## src/rtl/dfe_pkg.sv

```systemverilog
// dfe_pkg: shared DFE defaults, sample type and status record
package dfe_pkg;
  localparam int DATA_WIDTH_DEF = 16;
  localparam int DROP_WIDTH_DEF = 16;
  typedef logic signed [15:0] sample_t;
  typedef struct packed {
    logic ovf;
    logic unf;
    logic drop;
  } dfe_status_t;
endpackage

```

## src/rtl/dfe_sync_fifo.sv

```systemverilog
// dfe_sync_fifo: generic first-word-fall-through synchronous FIFO
module dfe_sync_fifo #(
  parameter int DW = 16,
  parameter int DEPTH = 16,
  localparam int AW = $clog2(DEPTH),
  localparam int CW = AW + 1
) (
  input  logic          clk,
  input  logic          rst_n,
  input  logic          push,
  input  logic [DW-1:0] wdata,
  input  logic          pop,
  output logic [DW-1:0] rdata,
  output logic [CW-1:0] level,
  output logic          full,
  output logic          empty
);
  logic [DW-1:0] mem_q [DEPTH];
  logic [AW-1:0] wr_ptr_q, wr_ptr_d, rd_ptr_q, rd_ptr_d;
  logic [CW-1:0] level_q, level_d;
  always_comb begin
    wr_ptr_d = push ? wr_ptr_q + AW'(1) : wr_ptr_q;
    rd_ptr_d = pop ? rd_ptr_q + AW'(1) : rd_ptr_q;
    level_d  = level_q + CW'(push) - CW'(pop);
  end
  always_ff @(posedge clk) begin
    if (!rst_n) begin
      wr_ptr_q <= '0;
      rd_ptr_q <= '0;
      level_q  <= '0;
    end else begin
      wr_ptr_q <= wr_ptr_d;
      rd_ptr_q <= rd_ptr_d;
      level_q  <= level_d;
    end
  end
  always_ff @(posedge clk)
    if (push) mem_q[wr_ptr_q] <= wdata;
  assign level = level_q;
  assign empty = level_q == '0;
  assign full  = level_q == CW'(DEPTH);
  assign rdata = empty ? '0 : mem_q[rd_ptr_q];
endmodule

```

## src/rtl/dfe_out_buffer.sv

```systemverilog
// dfe_out_buffer: buffers DFE chain output, tracks drops and sticky status
module dfe_out_buffer
  import dfe_pkg::*;
#(
  parameter int DATA_WIDTH = DATA_WIDTH_DEF,
  parameter int DEPTH = 16,
  parameter int DROP_WIDTH = DROP_WIDTH_DEF,
  localparam int CNT_WIDTH = $clog2(DEPTH) + 1
) (
  input  logic                  clk,
  input  logic                  rst_n,
  input  logic                  valid_in,
  input  logic [DATA_WIDTH-1:0] data_in,
  input  logic                  ovf_in,
  input  logic                  unf_in,
  input  logic                  clr_status,
  output logic                  m_valid,
  output logic [DATA_WIDTH-1:0] m_data,
  input  logic                  m_ready,
  output logic [CNT_WIDTH-1:0]  level,
  output logic                  full,
  output logic                  empty,
  output logic                  sticky_ovf,
  output logic                  sticky_unf,
  output logic                  sticky_drop,
  output logic [DROP_WIDTH-1:0] drop_cnt
);
  logic pop, push, drop;
  dfe_status_t status_q, status_d;
  logic [DROP_WIDTH-1:0] drop_cnt_q, drop_cnt_d;
  assign m_valid = !empty;
  assign pop  = m_valid && m_ready;
  assign push = valid_in && (!full || pop);
  assign drop = valid_in && full && !pop;
  dfe_sync_fifo #(.DW(DATA_WIDTH), .DEPTH(DEPTH)) u_fifo (
    .clk   (clk),
    .rst_n (rst_n),
    .push  (push),
    .wdata (data_in),
    .pop   (pop),
    .rdata (m_data),
    .level (level),
    .full  (full),
    .empty (empty)
  );
  // a set/drop event in the same cycle as clr_status takes priority over the clear
  always_comb begin
    status_d.ovf  = ovf_in || (status_q.ovf && !clr_status);
    status_d.unf  = unf_in || (status_q.unf && !clr_status);
    status_d.drop = drop || (status_q.drop && !clr_status);
    drop_cnt_d = !drop ? (clr_status ? '0 : drop_cnt_q)
               : clr_status ? DROP_WIDTH'(1)
               : &drop_cnt_q ? drop_cnt_q : drop_cnt_q + DROP_WIDTH'(1);
  end
  always_ff @(posedge clk) begin
    if (!rst_n) begin
      status_q   <= '0;
      drop_cnt_q <= '0;
    end else begin
      status_q   <= status_d;
      drop_cnt_q <= drop_cnt_d;
    end
  end
  assign sticky_ovf  = status_q.ovf;
  assign sticky_unf  = status_q.unf;
  assign sticky_drop = status_q.drop;
  assign drop_cnt    = drop_cnt_q;
endmodule

```

## config.mk

```make
export PLATFORM = sky130hd
export DESIGN_NAME = dfe_out_buffer
export DESIGN_NICKNAME = d
export VERILOG_FILES = /design/src/rtl/dfe_pkg.sv /design/src/rtl/dfe_sync_fifo.sv /design/src/rtl/dfe_out_buffer.sv
export SDC_FILE = /design/constraint.sdc
export NUM_CORES = 1
export LEC_CHECK = 0
export ABC_AREA = 1
export CAP_MARGIN = 0
export CORE_ASPECT_RATIO = 0.6
export CORE_MARGIN = 2
export CORE_UTILIZATION = 45
export CTS_CLUSTER_DIAMETER = 30
export CTS_CLUSTER_SIZE = 30
export DETAILED_ROUTE_END_ITERATION = 8
export DONT_BUFFER_PORTS = 1
export HOLD_SLACK_MARGIN = 0.02
export REMOVE_ABC_BUFFERS = 1
export SLEW_MARGIN = 25
export SYNTH_ARGS = -nofsm -noshare
export SYNTH_HDL_FRONTEND = slang
export SYNTH_SLANG_ARGS = --single-unit
```

## constraint.sdc

```tcl
create_clock -name clk -period 2.7 [get_ports clk]
set_input_delay 0.81 -clock clk [delete_from_list [all_inputs] [get_ports clk]]
set_output_delay 0.81 -clock clk [all_outputs]
set_load 0.01 [all_outputs]
```

# After elaboration in Yosys (flattened, before gate mapping)
# Memories as Yosys holds them, arrays and structs flattened. A register that Yosys moved wholly into a read port is not among the register bits.
# Index checks and enable logic that the tools add are counted.
# totals
wordCells,43
input_bits,23
ram_bits,256
ff_bits,32
n_memories,1
# op_classes
add_sub_neg,5
reduce_logical,19
eq_ne,2
muxes,9
# memory_table
name,words,width,read_ports,rd_clocked_by_memory_dff,wr,line,source
u_fifo.mem_q,16,16,1,1,1,dfe_sync_fifo.sv:18,logic [DW-1:0] mem_q [DEPTH];
# ops
cell,count
two-way mux 16 bit,5
adder 16 x 1 -> 16 bit (second input constant),1
AND reduction 16 bit,1
adder 4 x 1 -> 4 bit (second input constant),2
two-way mux 4 bit,2
logical AND 1 bit,7
adder 5 x 1 -> 5 bit,1
== test 5 bit (second input constant),1
logical NOT 5 bit,1
subtractor 5 x 1 -> 5 bit,1
logical NOT 1 bit,4
logical OR 1 bit,4
two-way mux 1 bit,2
inequality test 2 bit (second input constant),1
AND reduction 2 bit,1
nonzero test 2 bit,1

# Logic depth before layout (Yosys ltp)
# Gate-level depths: netlist of run 1.
# depth
ltp_word,7
mapped_depth,14
depth_no_buf,13

# Cells and area by module
# A second synthesis of run 1 with hierarchy kept.
# hier_totals
hier_cells,1139
area_unflattened_um2,12288.0
# by_module_without_submodules
module,cells_per_inst,seq_area_each_um2,area_each_um2,instances
dfe_sync_fifo,952,8027.7,11086.9,1
dfe_out_buffer,187,380.4,1201.2,1

# Worst setup path before layout of run 1
# OpenSTA, ideal clock, no wires.
# synth_timing
path_kind,in2reg
startpoint,in m_ready
endpoint,mem u_fifo.mem_q[11][0] (enable)
setup_slack_ns,0.353
t_arrival_ns,1.958
path_stages,6
cell_sequence,inv_2 nand4_4 nand2_4 inv_2 nand2_1 nor2_1
# synth_between
elab_chain_len,5
# synth_rtl
element,line,source
"start, declared",dfe_out_buffer.sv:19,"input logic m_ready,"
logical AND 1 bit,dfe_out_buffer.sv:32,assign pop = m_valid && m_ready;
logical OR 1 bit,dfe_out_buffer.sv:33,assign push = valid_in && (!full || pop);
logical AND 1 bit,dfe_out_buffer.sv:33,
via push,dfe_out_buffer.sv:28,"logic pop, push, drop;"
two-way mux 1 bit,dfe_sync_fifo.sv:38,if (push) mem_q[wr_ptr_q] <= wdata;
two-way mux 1 bit (not written as such),dfe_sync_fifo.sv:38,
"end, declared",dfe_sync_fifo.sv:18,
# The timed path passes the listed nets, and every way through them passes these cells.

==> results.ini, run 1 <==
[worst_setup_path]
crit_fanout=8
critPathRequiredTime_ns=1.89
cp_top_family=buffers and inverters
critical_path.max_stage_delay_ns=0.37
critPathLaunchType=flip-flop
path_cells=clkbuf_16, inv_16, clkbuf_16, nand2_1, nand3_1, nand3_2, a21oi_4, o21a_1
worstPathArrival_ns=2.01
r2r-start=u_fifo.level[2]
critical_path_buf_inv_count=3
cp_common_cell=clkbuf_16
worst_setup_path_end_kind=primary output
criticalPathCategory=reg2out
crit_slowest_cell=dfxtp_4

[floorplan]
io_pins=66
dieWidth_microns=218
die_area_sq_um=28800
core_sq_um=26600
rows=46
initial_core_util=0.462
chipHeight_microns=132

[clock_network]
cts_buffer_depth=3
clk_latency_ns=0.55
cts.sinks=292
path_clk_slew_ns=0.06
cts_tree=done
htree_levels=2
cts_root_buffer=clkbuf_16
cts_buffers=43
holdBufCountCts=0

[sta]
fin_ws_ns=-0.118
fin_crit_sh=1.04
tightest_slew_ns=0.627
finalSetupViolations=16
finClkSkew_ns=0.0218
relSlewSlack=0.580
rsz0062_at_grt=yes
clock.fmax_ghz=0.355
hold_viol=0
min_period_ns=2.82
slew_violations=0
fin_tns_setup_ns=-0.924

[power_and_ir_drop]
vdd_drop_max_v=0.000777
p_per_area_nw_per_um2=915
p_leak_uw=0.00558

[layout]
nets=1208
num-fill-cells=2159
n_antenna_cell=0
design_area_sq_um=15400
area_growth_pct=25.4
drive_gt1_frac=0.210

[logic_synthesis]
synth_top_area_share=0.624
synthArstFlopShare=0
synth_most_common_cell=nand2_1
syn_avg_cell_area_sq_um=11.1
synthDistinctLibCells=39
syn_area_sq_um=12300
synthTopCellsByArea=edfxtp_1 (62%), nand2_1 (10%), nand3_1 (8.3%)
synthFlopType=edfxtp_1
synth_edf_count=256
seq_area_frac_synth=0.683
netlist_instances=1113
synth_warnings=0
yosys-top-cells-count=nand2_1 (330), edfxtp_1 (256), nand3_1 (205), a21oi_1 (63), inv_1 (41)
ys_ff_latch=292
synth_largest_area_cell=edfxtp_1

[global_routing]
grt.overflow.total=0
grt_max_degree=50
grt_pass1_wl_microns=49500
grt_pass1_vias=8208
track_usage=0.229
antenna_found_initial=0

[flow_run]
cap_viol_max_count=0

[place]
dp_hpwl_microns=16800
dpl-instance-area_sq_um=13000
gp_congestion=0.854
portBuffers=0

[detailed_routing]
vias=8656
wl_per_cell_microns=21.9
dr.pass1.iters=5
first_iter_violations=874
wl_microns=34300
ant_nets=0
drt-vias-per-instance=5.52
drc=0

[run_status]
status=finished with violations
violations=negative setup slack

[min_path]
hp-start=data_in[10]
hold_path.class=in2reg

==> sequential cells by signal (all words and copies together) (netlist names), named ones only <==
| register | flops |
|---|---|
| u_fifo.mem_q | 256 |
| drop_cnt | 16 |
| u_fifo.level | 5 |
| u_fifo.rd_ptr_q | 4 |
| u_fifo.wr_ptr_q | 4 |
| sticky_drop | 1 |
| sticky_ovf | 1 |
| sticky_unf | 1 |
==> worst reg2reg max path, stage by stage (launching register included) <==
cell and delay (ns):
dfxtp_2 0.34, inv_2 0.08, ha_4 0.16, nand2_1 0.06, or2_4 0.29, buf_4 0.17, nand2_8 0.07, or2_2 0.15
nand2_1 0.06, ha_1 0.20, fa_1 0.41, nand3_1 0.10, nand2_1 0.07, o21ai_0 0.16, a21oi_1 0.05
==> routing by layer <==
layer	global-route usage	vias to the layer above	wire, microns
met1	0.340	4208	15800
met5	0	-	0
met2	0.339	361	15000
li1	-	4025	-
met4	0.0784	0	790
met3	0.0404	62	2640
==> per-stage QoR <==
stage	hold WS [ns]	total power [uW]	utilization	instances	setup WS [ns]
global placement	0.492	7620	0.486	1452	0.222
floorplan	0.470	6900	-	1058	-3.48
CTS	0.329	13700	0.557	1546	-0.115
global route	0.334	14700	0.580	1567	-0.157
finish	0.352	14100	0.580	1567	-0.118
detailed placement	0.491	7650	0.486	1452	0.177
==> final cells by class <==
type | count | area, sq um | area share
repair inverters | 4 | 61.3 | 0.00397
well taps | 360 | 450 | 0.0292
clock inverters | 28 | 289 | 0.0187
inverters | 48 | 218 | 0.0141
clock buffers | 51 | 1170 | 0.0756
flip-flops and latches | 292 | 8420 | 0.545
multi-input cells | 718 | 3760 | 0.243
repair buffers | 66 | 1090 | 0.0704
==> final timing paths <==
kind | end | slack [ns] | cells past startpoint
setup / recovery | m_data[15] | -0.12 | 8
hold / removal | u_fifo.mem_q[1][10] | 0.35 | 0
setup reg to reg | u_fifo.level[4] | 0.22 | 14
hold reg to reg | u_fifo.wr_ptr_q[3] | 0.50 | 2
==> layout by cell type (no fill, tap or decap), drive strengths merged <==
cell type and instances:
buf 52, edfxtp 256, inv 55, o21ai 12
clkbuf 65, a21oi 63, clkinv 17, clkinvlp 5
o21bai 1, dfxtp 36, xor2 3, bufinv 3
o21a 16, nor3 2, nand3 208, nor2 46
nand2 339, or2 2, o211ai 1, fa 1
ha 11, xnor2 2, nand4 11
==> power by group <==
group | switching [uW] | internal, uW
Clock | 2140 | 3440
Combinational | 2010 | 1380
Sequential | 104 | 5060
Total | 4250 | 9880
==> kinds of logic after synthesis <==
| kind of cell | count (synthesis) | synth area share |
|---|---|---|
| AOI/OAI and AO/OA | 93 | 0.0417 |
| xor gates and xnor gates | 5 | 0.00356 |
| adders and majority gates | 12 | 0.0128 |
| buffers and inverters | 103 | 0.0366 |
| DFF | 292 | 0.683 |
| and+or+nand+nor | 608 | 0.223 |
==> timing repair <==
| item | CTS | global route |
|---|---|---|
| hold endpoints to repair | 0 | 0 |
| endpoints found under the setup margin | 18 | 16 |
| setup buffers | 9 | 2 |
| pin swaps | 10 | 33 |
| resized for setup | 51 | 43 |
| cloned | 6 | 20 |
No activity file was read; power rests on OpenSTA's default activity.
==> run 2, diff against run 1 <==
Settings changed: SLEW_MARGIN 25 to 20.
==> results of run 2 <==
No change in the layout: final DEF, timing and power equal those of run 1.
